File: config.mk
export PLATFORM = sky130hd
export DESIGN_NAME = bn_param_loader
export DESIGN_NICKNAME = d
export VERILOG_FILES = /design/src/rtl/bn_pkg.sv /design/src/rtl/bn_param_sanitize.sv /design/src/rtl/bn_param_loader.sv
export SDC_FILE = /design/constraint.sdc
export NUM_CORES = 1
export LEC_CHECK = 0
export ABC_AREA = 1
export BUFFER_PORTS_ARGS = -buffer_cell sky130_fd_sc_hd__buf_2
export CORE_AREA = 4 4 89 91
export DETAILED_ROUTE_END_ITERATION = 12
export DIE_AREA = 0 0 93 95
export PLACE_DENSITY = 0.65
export SLEW_MARGIN = 10
export SYNTH_ARGS = -nofsm -noshare
export SYNTH_HDL_FRONTEND = slang
export SYNTH_SLANG_ARGS = --single-unit
File: constraint.sdc
create_clock -name clk -period 3.6 [get_ports clk]
set_input_delay 0.36 -clock clk [delete_from_list [all_inputs] [get_ports clk]]
set_output_delay 0.36 -clock clk [all_outputs]
set_load 0.02 [all_outputs]
File: src/rtl/bn_pkg.sv
// Shared constants, legality check and FSM encoding for the batch-norm parameter path.
package bn_pkg;

  localparam logic [3:0] BN_FACTOR_IDENTITY = 4'b0100;
  localparam logic [3:0] BN_FACTOR_X8       = 4'b0011;

  typedef enum logic [1:0] {
    ST_IDLE   = 2'd0,
    ST_LOAD   = 2'd1,
    ST_COMMIT = 2'd2
  } bn_state_e;

  // Codes 0000, 0111, 1011, 1111 have no defined scaling in the BN datapath.
  function automatic logic bn_factor_is_legal(input logic [3:0] factor);
    case (factor)
      4'b0000, 4'b0111, 4'b1011, 4'b1111: bn_factor_is_legal = 1'b0;
      default:                            bn_factor_is_legal = 1'b1;
    endcase
  endfunction

endpackage

File: src/rtl/bn_param_sanitize.sv
// Combinational cleanup of one raw (factor, addend) record; flags any substitution.
module bn_param_sanitize
  import bn_pkg::*;
#(
  parameter int ADDEND_WIDTH = 4
) (
  input  logic [3:0]              factor_raw,
  input  logic [ADDEND_WIDTH-1:0] addend_raw,
  output logic [3:0]              factor_clean,
  output logic [ADDEND_WIDTH-1:0] addend_clean,
  output logic                    illegal
);

  always_comb begin
    factor_clean = factor_raw;
    addend_clean = addend_raw;
    illegal      = 1'b0;
    if (!bn_factor_is_legal(factor_raw)) begin
      factor_clean = BN_FACTOR_IDENTITY;
      addend_clean = '0;
      illegal      = 1'b1;
    end else if (factor_raw == BN_FACTOR_X8 && addend_raw != '0) begin
      // x8 scaling leaves no headroom for an offset
      addend_clean = '0;
      illegal      = 1'b1;
    end
  end

endmodule

File: src/rtl/bn_param_loader.sv
// Byte-serial loader for per-neuron BN parameters with shadow/active double buffering.
//   state     | meaning
//   ST_IDLE   | waiting for start, data_ready low
//   ST_LOAD   | accepting records into shadow bank
//   ST_COMMIT | copying shadow to active, done pulses next cycle
module bn_param_loader
  import bn_pkg::*;
#(
  parameter int NEURONS      = 4,
  parameter int ADDEND_WIDTH = 4
) (
  input  logic                            clk,
  input  logic                            reset,
  input  logic                            start,
  input  logic [7:0]                      data_in,
  input  logic                            data_valid,
  output logic                            data_ready,
  output logic                            busy,
  output logic                            done,
  output logic                            error,
  output logic [4*NEURONS-1:0]            bn_factor_all,
  output logic [ADDEND_WIDTH*NEURONS-1:0] bn_addend_all
);

  localparam int PTR_W = $clog2(NEURONS);
  localparam logic [PTR_W-1:0] PTR_LAST = PTR_W'(NEURONS - 1);

  bn_state_e state, state_next;
  logic [PTR_W-1:0] ptr;

  logic [3:0]              shadow_factor [NEURONS];
  logic [ADDEND_WIDTH-1:0] shadow_addend [NEURONS];
  logic [3:0]              active_factor [NEURONS];
  logic [ADDEND_WIDTH-1:0] active_addend [NEURONS];

  logic [3:0]              clean_factor;
  logic [ADDEND_WIDTH-1:0] clean_addend;
  logic                    clean_illegal;
  logic                    accept;

  bn_param_sanitize #(.ADDEND_WIDTH(ADDEND_WIDTH)) u_sanitize (
    .factor_raw   (data_in[7:4]),
    .addend_raw   (data_in[ADDEND_WIDTH-1:0]),
    .factor_clean (clean_factor),
    .addend_clean (clean_addend),
    .illegal      (clean_illegal)
  );

  assign data_ready = (state == ST_LOAD);
  assign busy       = (state != ST_IDLE);
  // A restart wins over a byte offered in the same cycle.
  assign accept     = data_valid && data_ready && !start;

  always_comb begin
    state_next = state;
    case (state)
      ST_IDLE:   if (start) state_next = ST_LOAD;
      ST_LOAD:   if (accept && ptr == PTR_LAST) state_next = ST_COMMIT;
      ST_COMMIT: state_next = ST_IDLE;
      default:   state_next = ST_IDLE;
    endcase
  end

  always_ff @(posedge clk) begin
    if (reset) begin
      state <= ST_IDLE;
      ptr   <= '0;
      done  <= 1'b0;
      error <= 1'b0;
      for (int i = 0; i < NEURONS; i++) begin
        shadow_factor[i] <= BN_FACTOR_IDENTITY;
        shadow_addend[i] <= '0;
        active_factor[i] <= BN_FACTOR_IDENTITY;
        active_addend[i] <= '0;
      end
    end else begin
      state <= state_next;
      done  <= (state == ST_COMMIT);
      case (state)
        ST_IDLE: begin
          if (start) begin
            ptr   <= '0;
            error <= 1'b0;
          end
        end
        ST_LOAD: begin
          if (start) begin
            ptr   <= '0;
            error <= 1'b0;
          end else if (accept) begin
            shadow_factor[ptr] <= clean_factor;
            shadow_addend[ptr] <= clean_addend;
            error              <= error | clean_illegal;
            ptr                <= (ptr == PTR_LAST) ? '0 : ptr + 1'b1;
          end
        end
        ST_COMMIT: begin
          for (int i = 0; i < NEURONS; i++) begin
            active_factor[i] <= shadow_factor[i];
            active_addend[i] <= shadow_addend[i];
          end
        end
        default: ;
      endcase
    end
  end

  for (genvar g = 0; g < NEURONS; g++) begin : g_flat
    assign bn_factor_all[4*g +: 4]                       = active_factor[g];
    assign bn_addend_all[ADDEND_WIDTH*g +: ADDEND_WIDTH] = active_addend[g];
  end

endmodule
==> results of run 1 <==
-- cells in the mapped netlist (all sizes together) --
cell type / instances / area, sq um
nor2: 65 / 275
edfxtp: 64 / 1920
inv: 49 / 186
nand2: 26 / 105
nand3: 7 / 82.6
dfxtp: 6 / 120
a21oi: 4 / 20.0
or2: 4 / 25.0
buf: 2 / 10.0
clkbuf: 2 / 7.51
nor3: 2 / 15.0
o21ai: 2 / 10.0
a31oi: 1 / 6.26
ha: 1 / 12.5
nand4: 1 / 6.26
o31ai: 1 / 7.51
-- final timing paths --
kind                                             from                             to  slack (ps)
worst max-delay path            state[0]$_SDFFE_PP0P_  shadow_factor[3][0]$_DFFE_PP_        1570
worst min-delay path                            start             error$_SDFFE_PP0P_         320
worst max register to register  state[0]$_SDFFE_PP0P_  shadow_factor[3][0]$_DFFE_PP_        1570
worst min register to register     error$_SDFFE_PP0P_             error$_SDFFE_PP0P_         450
-- sequential cells by signal (all words and copies together), names as in the netlist --
signal,cells
ptr,2
active_addend,16
shadow_addend,16
shadow_factor,16
done,1
active_factor,16
state,2
error,1
-- worst min-delay path, cell delays in order --
cell	delay (ps)
buf_2	100
a21oi_1	80
inv_1	60
a21oi_1	30
-- area by class of cell --
class	instances	area, sq um	area share
clock buffer	9	124	0.0368
timing repair buffer	48	243	0.0722
clock inverter	7	73.8	0.0220
sequential	70	2040	0.607
inverter	49	186	0.0555
tap	99	124	0.0368
multi-input combinational	114	569	0.169
-- power by group --
part	internal (mW)	leakage, nW	switching, mW	total (mW)
clock	0.321	0.0895	0.309	0.629
combinational	0.0335	0.625	0.0965	0.130
sequential	0.920	0.685	0.0101	0.930
-- kinds of logic (layout without fill, tap and decap cells) --
kind of cell    after synthesis  count (layout)  share of synthesized area
compound gates                8               8                     0.0156
fa+ha+maj                     1               1                    0.00445
buf+inv                      53             113                     0.0725
flops                        70              70                      0.726
simple gates                105             105                      0.181
-- metal layers --
layer  GRT usage  wire (um)
met5           0          0
met4      0.0598         89
met3      0.0414        273
met2       0.209       2400
met1       0.144       2220
==> summary.txt, run 1 <==
STA
  – RSZ-0062 raised after global routing: false
  – Fmax: between 400 and 500 MHz
  – Period utilization: 0.563
  – Worst-Margin Slew: 1130 ps
  – Setup Skew: 9.87 ps
  – Hold Fails Final Rpt: 0
  – Hold slack final: ~320 ps
  – Final WS setup: 1570 ps
  – Relative max-transition margin: 0.239
  – Count of final setup violators: 0
  – Pins Over Slew Limit: 0
  – Fin crit period: 2030 ps
  – TNS Setup: 0 ps

Final layout
  – Layout cells sized above 1: 0.269
  – # diodes: 0
  – Commonest non-fill, non-tap cell in the layout: edfxtp_1
  – P&R area growth vs syn: 19.6%
  – Total Nets Final: 305
  – Non-filler cells, final: 396
  – Commonest non-fill, non-tap cells in the layout: edfxtp_1 (64), nor2_1 (62), buf_2 (47), inv_1 (45), nand2_1 (25)
  – Finished Cell Area: ~3400 sq um
  – Fill count: 697
  – Final core utilization: 0.471

Flow run
  – MaxCap Viol Count: 0

Worst setup path
  – Worst EP required: 3560 ps
  – Setup CP Type: reg -> reg
  – Crit Path Max Fanout: 8
  – Kind of end point of the critical path: flop
  – Sequence of cells on the critical path: inv_2, nor2_4, nand3_4, o31ai_1
  – CP arrival: 1990 ps
  – R2R depth: 4
  – Crit path depth: 4
  – Crit path buffers/inverters: 1
  – Slowest Stage Delay on Critical Path: just over 900 ps
  – CP startpoint kind: flop
  – CP max stage cell: o31ai_1
  – CP delay by family, top: compound AO/OA/AOI/OAI gates

Logic synthesis
  – Syn Std Cell Area: 2810 sq um
  – Count of cell types in the netlist: 25
  – Flops & latches, synth: 70
  – Sequential share of the synthesized area: 0.726
  – Yosys warns: 0
  – Number of cells produced by synthesis: 237
  – Syn nets: 250
  – Avg Cell Area, Syn: ~12 sq um

Placed design
  – I/O Buffers: 47
  – Post-place setup slack: 1510 ps
  – DP Cell Count: between 300 and 400
  – DP Wirelength: 3500 um
  – Gpl congestion: 0.821
  – Placed Instance Area: 3160 sq um

Global route
  – First-pass GRT wire length: roughly 8000 um
  – GRT Total Usage: 0.125
  – Initial antenna violation count: 0
  – Pin count of the biggest net entering global routing: 33
  – GRT overflow: 0
  – Number of global-route vias before repair: 1726

Clock tree
  – CTS Hold Buffers Added: 0
  – Clk Latency, worst-skew pair: 350 ps
  – TritonCTS clock tree: done
  – Worst-path clk slew: 80 ps
  – Post_cts resized: 0
  – CTS Sinks: 70
  – Max clock buf depth: 2
  – Post-CTS setup buffer count: 0
  – H-Tree Depth: 3
  – Number of buffers created by CTS: 9
  – Root Driver: clkbuf_8

Floorplan
  – Die ar.: 8840 sq um
  – Die span in y: ~95 um
  – Starting Density: 0.394
  – Core Footprint: 7140 sq um
  – Row Count: 31
  – Ports: 48
  – Die width: around 93 um

Power and ir drop
  – PD cells: 502 nW/um^2
  – Leak: 1.40 nW
  – Worst VDD drop: about 200 uV
  – Overall power: around 1.7 mW

Drt
  – DR WL/cell: 12.6 um
  – Vias per cell: 4.37
  – Overall routed net length: 4980 um
  – ANT nets after route: 0
  – Drc violations: 0
  – Initial drt markers: 80
  – Pre-Repair DR Iteration Count: 4
  – Via count: 1729

Min path
  – Hold Crit Class: in -> reg
  – Hold path cells: 4

Run status
  – Status: finished clean
(Power assumes the default switching activity.)
==> run 2, diff against run 1 <==
--- a/config.mk
+++ b/config.mk
@@ -5,12 +5,12 @@
 export SDC_FILE = /design/constraint.sdc
 export NUM_CORES = 1
 export LEC_CHECK = 0
-export ABC_AREA = 1
+export ABC_AREA = 0
 export BUFFER_PORTS_ARGS = -buffer_cell sky130_fd_sc_hd__buf_2
 export CORE_AREA = 4 4 89 91
 export DETAILED_ROUTE_END_ITERATION = 12
 export DIE_AREA = 0 0 93 95
-export PLACE_DENSITY = 0.65
+export PLACE_DENSITY = 0.68
 export SLEW_MARGIN = 10
 export SYNTH_ARGS = -nofsm -noshare
 export SYNTH_HDL_FRONTEND = slang
==> constraint.sdc (replaced) <==
create_clock -name clk -period 1.75 [get_ports clk]
set_input_delay 0.175 -clock clk [delete_from_list [all_inputs] [get_ports clk]]
set_output_delay 0.175 -clock clk [all_outputs]
set_load 0.02 [all_outputs]
==> summary.txt, run 2 <==
STA
  – Count of final setup violators: 0 (unchanged)
  – TNS Setup: 0 ps (unchanged)
  – Final WS setup: 138 ps (-1430 ps)
  – Hold Fails Final Rpt: 0 (unchanged)
  – Pins Over Slew Limit: 0 (unchanged)
  – Period utilization: 0.921 (+0.358)
  – Fin crit period: 1610 ps (-416 ps)
  – RSZ-0062 raised after global routing: false
  – Fmax: 621 MHz (+26%)
  – Hold slack final: 193 ps (-129 ps)
  – Relative max-transition margin: 0.463 (+0.224)
  – Worst-Margin Slew: 805 ps (-327 ps)
  – Setup Skew: 6.97 ps (-2.91 ps)

Final layout
  – Layout cells sized above 1: 0.344 (+0.0742)
  – Commonest non-fill, non-tap cells in the layout: edfxtp_1 (64), buf_2 (47), and2_1 (29), buf_4 (15), nor4_1 (13)
  – Commonest non-fill, non-tap cell in the layout: edfxtp_1
  – P&R area growth vs syn: 22.4%
  – Final core utilization: 0.482 (+0.0109)
  – Finished Cell Area: 3440 sq um (+2.3%)
  – # diodes: 0 (unchanged)
  – Total Nets Final: 270 (-11%)

Logic synthesis
  – Sequential share of the synthesized area: 0.727 (about the same)
  – Syn nets: 204 (-18%)
  – Avg Cell Area, Syn: 14.7 sq um (+24%)
  – Share of the synthesized area in the top cell type: 0.684 (about the same)
  – Number of cells produced by synthesis: 191 (-19%)
  – Primary FF master, synth: edfxtp_1
  – Most frequent cells after synthesis: edfxtp_1 (64), and2_1 (29), nor4_1 (13)
  – Count of cell types in the netlist: 34 (+36%)
  – Syn Std Cell Area: 2810 sq um (about the same)
  – Leading area contributor after synthesis: edfxtp_1
  – Flops & latches, synth: 70 (unchanged)
  – Post-synth EDFFs: 64 (unchanged)
  – Most common cell in the netlist: edfxtp_1
  – Fraction of registers with async set/reset: 0 (unchanged)
  – Yosys warns: 0 (unchanged)
  – Area contributors post-synth: edfxtp_1 (68%), and2_1 (6.5%), dfxtp_1 (4.3%)

Power and ir drop
  – Leak: 1.31 nW (-6.2%)
  – Worst VDD drop: 430 uV (+120%)
  – PD cells: 931 nW/um^2 (+85%)

Worst setup path
  – Crit path depth: 5 (+1)
  – Setup CP Type: reg -> reg
  – R2R Path Start: state[0]$_SDFFE_PP0P_
  – Sequence of cells on the critical path: buf_4, and4bb_2, nand2b_1, o21bai_1, buf_4
  – Worst EP required: 1790 ps (-1770 ps)
  – Crit path top cell by count: buf_4
  – Slowest Stage Delay on Critical Path: 330 ps (-590 ps)
  – CP delay by family, top: simple AND/OR/NAND/NOR gates
  – CP max stage cell: and4bb_2
  – R2R Setup Slk: 140 ps (-1430 ps)
  – R2R depth: 5 (+1)
  – Kind of end point of the critical path: flop
  – Crit path capture: shadow_factor[2][1]$_SDFFCE_PN0P_
  – RR Endpoint: shadow_factor[2][1]$_SDFFCE_PN0P_
  – CP arrival: 1650 ps (-340 ps)
  – Crit path from: state[0]$_SDFFE_PP0P_
  – Crit path buffers/inverters: 2 (+1)
  – CP startpoint kind: flop
  – Crit Path Max Fanout: 7 (-1)

Placed design
  – Placed Instance Area: 3260 sq um (+3.1%)
  – I/O Buffers: 47 (unchanged)
  – DP Wirelength: 3450 um (-1.2%)
  – Post-place setup slack: -152 ps (-1660 ps)
  – Gpl congestion: 0.847 (+3.1%)

Clock tree
  – CTS Sinks: 70 (unchanged)
  – Max clock buf depth: 2 (unchanged)
  – Root Driver: clkbuf_8
  – Number of buffers created by CTS: 9 (unchanged)
  – H-Tree Depth: 3 (unchanged)
  – Worst-path clk slew: 70 ps (about the same)
  – CTS Hold Buffers Added: 0 (unchanged)
  – TritonCTS clock tree: done
  – Clk Latency, worst-skew pair: 330 ps (-20 ps)
  – Post-CTS setup buffer count: 0 (unchanged)
  – Post_cts resized: 1 (+1)

Global route
  – First-pass GRT wire length: 7750 um (-5.0%)
  – Initial antenna violation count: 0 (unchanged)
  – GRT overflow: 0 (unchanged)
  – GRT Total Usage: 0.117 (-0.00760)
  – Pin count of the biggest net entering global routing: 33 (unchanged)
  – Number of global-route vias before repair: 1620 (-6.1%)

Floorplan
  – Die ar.: 8840 sq um (unchanged)
  – Row Count: 31 (unchanged)
  – Ports: 48 (unchanged)
  – Die width: 93 um (unchanged)
  – Die span in y: 95 um (unchanged)
  – Core Footprint: 7140 sq um (unchanged)
  – Starting Density: 0.394 (about the same)

Drt
  – Initial drt markers: 69 (-14%)
  – DR WL/cell: 13.3 um (+5.4%)
  – ANT nets after route: 0 (unchanged)
  – Overall routed net length: 4790 um (-4.0%)
  – Via count: 1699 (-1.7%)
  – Drc violations: 0 (unchanged)
  – Vias per cell: 4.71 (+7.8%)
  – Pre-Repair DR Iteration Count: 4 (unchanged)

Flow run
  – MaxCap Viol Count: 0 (unchanged)

Min path
  – Min-delay src: start
  – Hold Crit Class: in -> reg

Run status
  – Status: finished clean
## run 2: cell count changes after synthesis, moves of 4 or more
cell,change
or3_1,+5
nand2b_1,+4
nor4_1,+13
nor2_1,-56
inv_1,-38
nand2_1,-20
nor3_1,+11
and2_1,+29
## run 2: worst min-delay path by stage
stage / slack (ps) / end / cells past startpoint
after CTS: 170 / state[0]$_SDFFE_PP0P_ / 3
after floorplan: 340 / state[0]$_SDFFE_PP0P_ / 2
after detailed placement: 470 / error$_SDFFE_PP0P_ / 1
after global placement: 470 / error$_SDFFE_PP0P_ / 1
after global routing: 190 / state[0]$_SDFFE_PP0P_ / 3
final: 190 / state[0]$_SDFFE_PP0P_ / 3
## run 2: tightest hold or removal path: stages
cell	delay (ps)
buf_2	140
a21oi_1	120
nor3_1	50
## run 2: cells by family (layout without fill, tap and decap cells)
group,after synthesis,in the layout,synth area share
simple gates,90,90,0.206
xor+xnor,1,1,0.00312
compound gates,13,13,0.0352
fa+ha+maj,1,1,0.00445
flops,70,70,0.727
buf+inv,16,87,0.0249
## run 2: cell type report
class	count	area (sq um)
clock buffers	10	138
clock inverters	6	37.5
fillers	653	3700
inverters	8	30.0
multi-input cells	105	701
flip-flops and latches	70	2040
well taps	99	124
repair buffers	63	368
## run 2: power breakdown
part           leakage, nW  total, mW  switching [mW]  internal (mW)
combinational        0.535      0.201           0.133         0.0676
sequential           0.682       1.88          0.0130           1.87
clock               0.0958       1.12           0.572          0.547
## run 2: through the flow
| step | total power [mW] | cells |
|---|---|---|
| global placement | 2.12 | 345 |
| global route | 3.32 | 361 |
| CTS | 3.23 | 361 |
| detailed placement | 2.12 | 345 |
| finish | 3.20 | 361 |
| floorplan | 2.03 | 191 |
## run 2: layer usage
metal / vias to the layer above / GRT usage / routed length [um]
met1: 784 / 0.147 / 2150
li1: 849 / - / -
met5: - / 0 / 0
met4: 0 / 0.0562 / 86
met2: 56 / 0.181 / 2240
met3: 10 / 0.0422 / 306
==> run 3, diff against run 2 <==
--- a/config.mk
+++ b/config.mk
@@ -10,7 +10,7 @@
 export CORE_AREA = 4 4 89 91
 export DETAILED_ROUTE_END_ITERATION = 12
 export DIE_AREA = 0 0 93 95
-export PLACE_DENSITY = 0.68
+export PLACE_DENSITY = 0.65
 export SLEW_MARGIN = 10
 export SYNTH_ARGS = -nofsm -noshare
 export SYNTH_HDL_FRONTEND = slang
==> constraint.sdc (replaced) <==
create_clock -name clk -period 1.97 [get_ports clk]
set_input_delay 0.197 -clock clk [delete_from_list [all_inputs] [get_ports clk]]
set_output_delay 0.197 -clock clk [all_outputs]
set_load 0.02 [all_outputs]
==> summary.txt, run 3 (synthesis gave the netlist of run 2 again) <==
Worst setup path
  – Setup CP Type: reg -> reg
  – R2R Path Start: state[0]$_SDFFE_PP0P_
  – Crit path from: state[0]$_SDFFE_PP0P_
  – CP startpoint kind: flop
  – Worst EP required: 2060 ps (+270 ps)
  – CP arrival: 1830 ps (+180 ps)
  – Crit Path Max Fanout: 16 (+9)
  – Kind of end point of the critical path: flop

Clock tree
  – Clk Latency, worst-skew pair: 340 ps (about the same)
  – Number of buffers created by CTS: 9 (unchanged)
  – TritonCTS clock tree: done
  – Post-CTS setup buffer count: 0 (unchanged)
  – Root Driver: clkbuf_8
  – Post_cts resized: 0 (-1)
  – CTS Hold Buffers Added: 0 (unchanged)
  – H-Tree Depth: 3 (unchanged)
  – Worst-path clk slew: 70 ps (about the same)
  – CTS Sinks: 70 (unchanged)
  – Max clock buf depth: 2 (unchanged)

Power and ir drop
  – Comb pwr share: 0.061 (-0.002)
  – Worst VDD drop: 261 uV (-39%)
  – Overall power: 2.82 mW (-12%)
  – Switching part of the total: 0.232 (+0.00737)
  – Internal: 2.16 mW (-13%)
  – Seq pwr share: 0.593 (+0.005)
  – PD cells: 835 nW/um^2 (-10%)
  – P_sw: 0.653 mW (-9.1%)
  – Leak: 1.26 nW (-3.8%)
  – Power share of the clock group: 0.346 (-0.004)

Final layout
  – Fill count: 677 (+3.7%)
  – P&R area growth vs syn: 20.0%
  – Commonest non-fill, non-tap cell in the layout: edfxtp_1
  – # diodes: 0 (unchanged)
  – FF/Latch Area: 2040 sq um (unchanged)
  – Commonest non-fill, non-tap cells in the layout: edfxtp_1 (64), buf_2 (47), and2_1 (29), nor4_1 (13), nor3_1 (12)
  – Total Nets Final: 262 (-3.0%)
  – Area of the multi-input gates: 702 sq um (+0.18%)
  – Layout cells sized above 1: 0.319 (-0.0246)

Floorplan
  – Die span in y: 95 um (unchanged)
  – Row Count: 31 (unchanged)
  – Die width: 93 um (unchanged)
  – Starting Density: 0.394 (unchanged)
  – Core Footprint: 7140 sq um (unchanged)
  – Die ar.: 8840 sq um (unchanged)
  – Ports: 48 (unchanged)

Global route
  – Pin count of the biggest net entering global routing: 30 (-9.1%)
  – GRT overflow: 0 (unchanged)
  – GRT Total Usage: 0.127 (+0.00946)
  – Initial antenna violation count: 0 (unchanged)
  – Number of global-route vias before repair: 1614 (-0.37%)
  – First-pass GRT wire length: 8160 um (+5.3%)

STA
  – RSZ-0062 raised after global routing: false
  – Hold slack final: 216 ps (+23.8 ps)
  – TNS Setup: 0 ps (unchanged)
  – Relative max-transition margin: 0.500 (+0.0367)
  – Fin crit period: 1740 ps (+133 ps)
  – Worst-Margin Slew: 745 ps (-60.0 ps)
  – Period utilization: 0.886 (-0.0354)
  – Count of final setup violators: 0 (unchanged)
  – Setup Skew: 6.94 ps (-0.0317 ps)
  – Fmax: 573 MHz (-7.6%)
  – Pins Over Slew Limit: 0 (unchanged)
  – Hold Fails Final Rpt: 0 (unchanged)

Drt
  – Overall routed net length: 5060 um (+5.8%)
  – Via count: 1672 (-1.6%)
  – DR WL/cell: 14.3 um (+8.2%)
  – Drc violations: 0 (unchanged)
  – Pre-Repair DR Iteration Count: 4 (unchanged)
  – Vias per cell: 4.74 (+0.64%)
  – ANT nets after route: 0 (unchanged)
  – Initial drt markers: 74 (+7.2%)

Min path
  – Hold Crit Class: in -> reg
  – Min-delay src: start

Placed design
  – I/O Buffers: 47 (unchanged)
  – DP Wirelength: 3560 um (+3.1%)
  – Gpl congestion: 0.768 (-9.2%)

Flow run
  – MaxCap Viol Count: 0 (unchanged)

Run status
  – Status: finished clean
==> run 3: cell types whose count changed in the layout (fill, tap and decap cells not counted), sizes merged <==
cell	change
buf	-8
clkinvlp	+2
clkinv	-2
==> run 3: area by class of cell <==
class                      instances  area share
timing repair buffer              55      0.0913
tap                               99      0.0367
clock inverter                     6      0.0115
sequential                        70       0.606
inverter                           8     0.00891
multi-input combinational        105       0.208
clock buffer                      10      0.0378
==> run 3: worst paths after layout <==
kind                                                     endpoint  slack, ps  depth (start not counted)
worst max-delay path            shadow_factor[0][2]$_SDFFCE_PN1P_        230                          3
worst min-delay path                        state[0]$_SDFFE_PP0P_        220                          3
worst max register to register  shadow_factor[0][2]$_SDFFCE_PN1P_        230                          3
worst min register to register                 error$_SDFFE_PP0P_        490                          1
==> run 3: worst max-delay path, stage by stage (launching register included) <==
cell,delay [ps]
dfxtp_1,450
and4bb_2,350
nand4b_4,240
or4_1,450
==> run 3: per-layer routing <==
metal,up-vias,GRT usage,wire length [um]
met5,-,0,0
met4,0,0.0549,80
met3,5,0.0566,375
met2,55,0.197,2440
met1,777,0.153,2170
li1,835,-,-
==> run 3: stage by stage <==
stage | instances | area [sq um] | setup WS [ps] | util
after floorplan | 191 | 2810 | 196 | -
after global placement | 337 | 3200 | 187 | 0.449
after detailed placement | 337 | 3200 | 65.3 | 0.449
after CTS | 353 | 3370 | 41.9 | 0.472
after global routing | 353 | 3370 | 121 | 0.472
final | 353 | 3370 | 226 | 0.472
==> run 3: power groups by stage <==
stage / Sequential (mW) / Combinational, mW / Clock (mW)
after detailed placement: 1.70 / 0.172 / 0
final: 1.67 / 0.172 / 0.975
after global routing: 1.67 / 0.188 / 1.08
after floorplan: 1.73 / 0.0710 / 0
after CTS: 1.67 / 0.173 / 1.01
after global placement: 1.70 / 0.169 / 0
